<file path="src/rtl/mem_access_ctrl.sv">
// Request/response initiator for the calculator's synchronous operand/result memory.
// It sequences cs/we/oe for one read or write at a time and returns one response per request.
module mem_access_ctrl #(
   parameter int unsigned ADDR_W = 2,
   parameter int unsigned DATA_W = 16
) (
   input  logic              clk,
   input  logic              rst,
   input  logic              req_valid,
   output logic              req_ready,
   input  logic              req_we,
   input  logic [ADDR_W-1:0] req_addr,
   input  logic [DATA_W-1:0] req_wdata,
   output logic              rsp_valid,
   input  logic              rsp_ready,
   output logic              rsp_we,
   output logic [DATA_W-1:0] rsp_rdata,
   output logic              mem_cs,
   output logic              mem_we,
   output logic              mem_oe,
   output logic [ADDR_W-1:0] mem_addr,
   output logic [DATA_W-1:0] mem_wdata,
   input  logic [DATA_W-1:0] mem_rdata
);

   typedef enum logic [2:0] {
      StIdle,
      StWrite,
      StRdIssue,
      StRdCapture,
      StResp
   } state_e;

   state_e state;

   assign req_ready = (state == StIdle);

   // Strobes are registered alongside the state, so each one is a pure function of the
   // current state and never glitches; mem_rdata is sampled only when leaving StRdCapture.
   always_ff @(posedge clk or posedge rst) begin
      if (rst) begin
         state     <= StIdle;
         mem_cs    <= 1'b0;
         mem_we    <= 1'b0;
         mem_oe    <= 1'b0;
         mem_addr  <= '0;
         mem_wdata <= '0;
         rsp_valid <= 1'b0;
         rsp_we    <= 1'b0;
         rsp_rdata <= '0;
      end else begin
         unique case (state)
            StIdle: begin
               if (req_valid) begin
                  mem_addr  <= req_addr;
                  mem_wdata <= req_wdata;
                  mem_cs    <= 1'b1;
                  if (req_we) begin
                     mem_we <= 1'b1;
                     state  <= StWrite;
                  end else begin
                     state  <= StRdIssue;
                  end
               end
            end
            StWrite: begin
               mem_cs    <= 1'b0;
               mem_we    <= 1'b0;
               rsp_we    <= 1'b1;
               rsp_rdata <= '0;
               rsp_valid <= 1'b1;
               state     <= StResp;
            end
            StRdIssue: begin
               mem_oe <= 1'b1;
               state  <= StRdCapture;
            end
            StRdCapture: begin
               mem_cs    <= 1'b0;
               mem_oe    <= 1'b0;
               rsp_we    <= 1'b0;
               rsp_rdata <= mem_rdata;
               rsp_valid <= 1'b1;
               state     <= StResp;
            end
            StResp: begin
               if (rsp_ready) begin
                  rsp_valid <= 1'b0;
                  state     <= StIdle;
               end
            end
            default: begin
               mem_cs    <= 1'b0;
               mem_we    <= 1'b0;
               mem_oe    <= 1'b0;
               rsp_valid <= 1'b0;
               state     <= StIdle;
            end
         endcase
      end
   end

endmodule

</file>
<file path="config.mk">
export PLATFORM = sky130hd
export DESIGN_NAME = mem_access_ctrl
export DESIGN_NICKNAME = d
export VERILOG_FILES = /design/src/rtl/mem_access_ctrl.sv
export SDC_FILE = /design/constraint.sdc
export NUM_CORES = 1
export LEC_CHECK = 0
export ABC_AREA = 1
export BUFFER_PORTS_ARGS = -buffer_cell sky130_fd_sc_hd__clkbuf_2
export CAP_MARGIN = 0
export CELL_PAD_IN_SITES_DETAIL_PLACEMENT = 0
export CELL_PAD_IN_SITES_GLOBAL_PLACEMENT = 2
export CORE_UTILIZATION = 25
export CTS_BUF_LIST = sky130_fd_sc_hd__clkbuf_8
export DETAILED_ROUTE_END_ITERATION = 6
export PLACE_DENSITY_LB_ADDON = 0.12
export SLEW_MARGIN = 20
export SYNTH_ARGS = -nofsm -noshare
export SYNTH_HDL_FRONTEND = slang
export SYNTH_SLANG_ARGS = --single-unit
</file>
<file path="constraint.sdc">
create_clock -name clk -period 1.2 [get_ports clk]
set_input_delay 0.18 -clock clk [delete_from_list [all_inputs] [get_ports clk]]
set_output_delay 0.18 -clock clk [all_outputs]
set_load 0.05 [all_outputs]
</file>
==> flow_metrics.env <==
export IMPL_setup_viol=20
export IMPL_crit_path_end_kind="output port"
export IMPL_drc=0
export IMPL_arrival_ns=1.17
export IMPL_max_clock_path_buffers=2
export IMPL_whs_endpoint="rsp_rdata[11]$_DFFE_PP0P_"
export IMPL_postRouteAntennaNets=0
export IMPL_slowest_delay_ns=0.40
export IMPL_cp_slowest_cell="dfrtp_1"
export IMPL_htree_num_levels=2
export IMPL_cp_cell_sequence="nor2_2 > nand2_1 > inv_2 > clkbuf_16"
export IMPL_yosysTopAreaCellShare=0.635
export IMPL_fin_skew_ns=0.00587
export IMPL_worstSetupPathType="reg -> out"
export IMPL_cts_sinks=42
export IMPL_cts_buffers=5
export IMPL_synthTopCellsByArea="dfrtp_1 63%, nand2_1 12%, a22o_1 8.5%"
export IMPL_root_buffer="clkbuf_8"
export IMPL_gp_congestion=0.720
export IMPL_hold_viol=0
export IMPL_design_area_um2=2510
export IMPL_synthArstFlopShare=1.00
export IMPL_fill_cells=659
export IMPL_holdWs_ns=0.0869
export IMPL_routed_wl_um=4470
export IMPL_r2r_end="mem_wdata[11]$_DFFE_PP0P_"
export IMPL_multiInputGateArea_um2=577
export IMPL_setup_tns_ns=-2.14
export IMPL_fp_dieH_um=83.4
export IMPL_start_util=0.259
export IMPL_grt_antenna_before_repair=0
export IMPL_synth_fp_nets=198
export IMPL_syn_to_final_growth_pct=51.5
export IMPL_rsz0062_at_grt="yes"
export IMPL_dpl_cell_area_um2=2210
export IMPL_first_pass_iters=4
export IMPL_clkSlewWorstSetupHoldPaths_ns=0.09
export IMPL_cp_start_kind="register"
export IMPL_drive_above_1_share=0.458
export IMPL_synth_seq_cells=42
export IMPL_grt_pass1_wl_um=6880
export IMPL_netlist_area_um2=1660
export IMPL_synth_edf_count=0
export IMPL_via_per_inst=4.42
export IMPL_hold_depth=2
export IMPL_synth_seq_area_share=0.635
export IMPL_portBuffers=78
export IMPL_ys_flop_type="dfrtp_1"
export IMPL_slew_headroom=0.771
export IMPL_ys_types=17
export IMPL_cap_violations=0
export IMPL_r2r_start="state[0]$_DFFE_PP0P_"
export IMPL_fmaxAchievable_ghz=0.739
export IMPL_postLayoutCoreUtil=0.393
export IMPL_final_seq_area_um2=1050
export IMPL_die_x_um=83.4
export IMPL_tightest_slew_ns=0.344
export IMPL_synth_common_cells="52 x nand2_1, 42 x dfrtp_1, 20 x nand3_1"
export IMPL_cts_tree="built"
export IMPL_violations="negative setup slack"
export IMPL_hp_start="mem_rdata[11]"
export IMPL_hp_class="in -> reg"
export IMPL_period_share=1.13
export IMPL_fin_nets=298
export IMPL_synth_warnings=0
export IMPL_vias=1488
export IMPL_finalWorstSetupSlack_ns=-0.153
export IMPL_grtUsageTotal=0.127
export IMPL_fp_row_count=29
export IMPL_crit_fanout=2
export IMPL_slew_violations=0
export IMPL_r2r_cells=8
export IMPL_dr_first_iter_drc_count=38
export IMPL_synth_top_area_cell="dfrtp_1"
export IMPL_yosys_cell_count_top_type="nand2_1"
export IMPL_clk_latency_ns=0.30
export IMPL_core_um2=6390
export IMPL_grt_max_degree=43
export IMPL_cp_data_required_time_ns=1.02
export IMPL_hpwl_um=3040
export IMPL_diodes=0
export IMPL_status="finished, violations left"
export IMPL_grt_overflow_total=0
export IMPL_grt_pass1_vias=1436
export IMPL_post_route_min_period_ns=1.35
export IMPL_wire_per_inst_um=13.3
export IMPL_io_pins=79
export IMPL_r2r_setup_slack_ns=-0.13
export IMPL_dieArea_um2=6950
export IMPL_syn_inst=159
export IMPL_avgSynthCellArea_um2=10.4
==> worst max path at each step <==
stage / from / endpoint / slack, ns / depth (start not counted)
global route: state[0]$_DFFE_PP0P_ / req_ready / -0.25 / 4
CTS: state[0]$_DFFE_PP0P_ / req_ready / -0.17 / 4
global placement: state[0]$_DFFE_PP0P_ / req_ready / 0.01 / 4
finish: state[0]$_DFFE_PP0P_ / req_ready / -0.15 / 4
detailed placement: state[2]$_DFFE_PP0P_ / rsp_rdata[12]$_DFFE_PP0P_ / 0.002 / 4
floorplan: state[2]$_DFFE_PP0P_ / mem_wdata[0]$_DFFE_PP0P_ / 0.03 / 6
==> metrics by stage <==
stage          instances  setup slack, ns
2_1_floorplan        159           0.0291
3_3_place_gp         321          0.00985
3_5_place_dp         321          0.00175
4_1_cts              332           -0.172
5_1_grt              337           -0.246
6_report             337           -0.153
==> cells in the final DEF (no fill, tap or decap), drive strengths merged, types with 2 or more instances in the layout <==
cell,synthesis,routed
clkbuf,0,84
nand2,53,55
dfrtp,42,42
nand3,20,20
buf,7,18
a22o,16,16
nor2,8,8
inv,8,8
o21ai,2,2
clkinvlp,0,2
==> flip-flops by register name, indices dropped and copies added, names as in the netlist <==
name,flops
mem_addr,2
mem_cs,1
mem_oe,1
mem_wdata,16
mem_we,1
rsp_rdata,16
rsp_valid,1
rsp_we,1
state,3
==> logic make-up (layout without fill, tap and decap cells) <==
family | Yosys count | in the layout | synth area share
buf+inv | 15 | 114 | 0.0537
compound gates | 20 | 20 | 0.0983
simple gates | 82 | 84 | 0.213
flops | 42 | 42 | 0.635
==> repair_timing <==
action,CTS,global route
gates cloned,0,3
buffers inserted,2,2
hold buffers,1,0
hold endpoints to repair,42,0
resized for setup,8,13
pin swaps,1,7
setup endpoints to repair,11,41
==> metal layers <==
metal	wire (um)	GRT usage
met5	0	0
met4	78	0.0455
met3	353	0.0527
met2	1940	0.188
met1	2100	0.167
==> area by class of cell <==
cell class | instances | area share
clock buffer | 5 | 0.0274
timing repair buffer | 98 | 0.252
sequential | 42 | 0.419
multi-input combinational | 104 | 0.230
tap | 77 | 0.0384
inverter | 8 | 0.0150
clock inverter | 3 | 0.0180
==> critical path: cells and delay by family (launching register included) <==
family,cells,cell delay [ns]
buf+inv,2,0.25
flops,1,0.40
simple gates,2,0.22
Power is not shown: default switching activity piles up to over one toggle a cycle in this logic, so the estimate is an artifact.
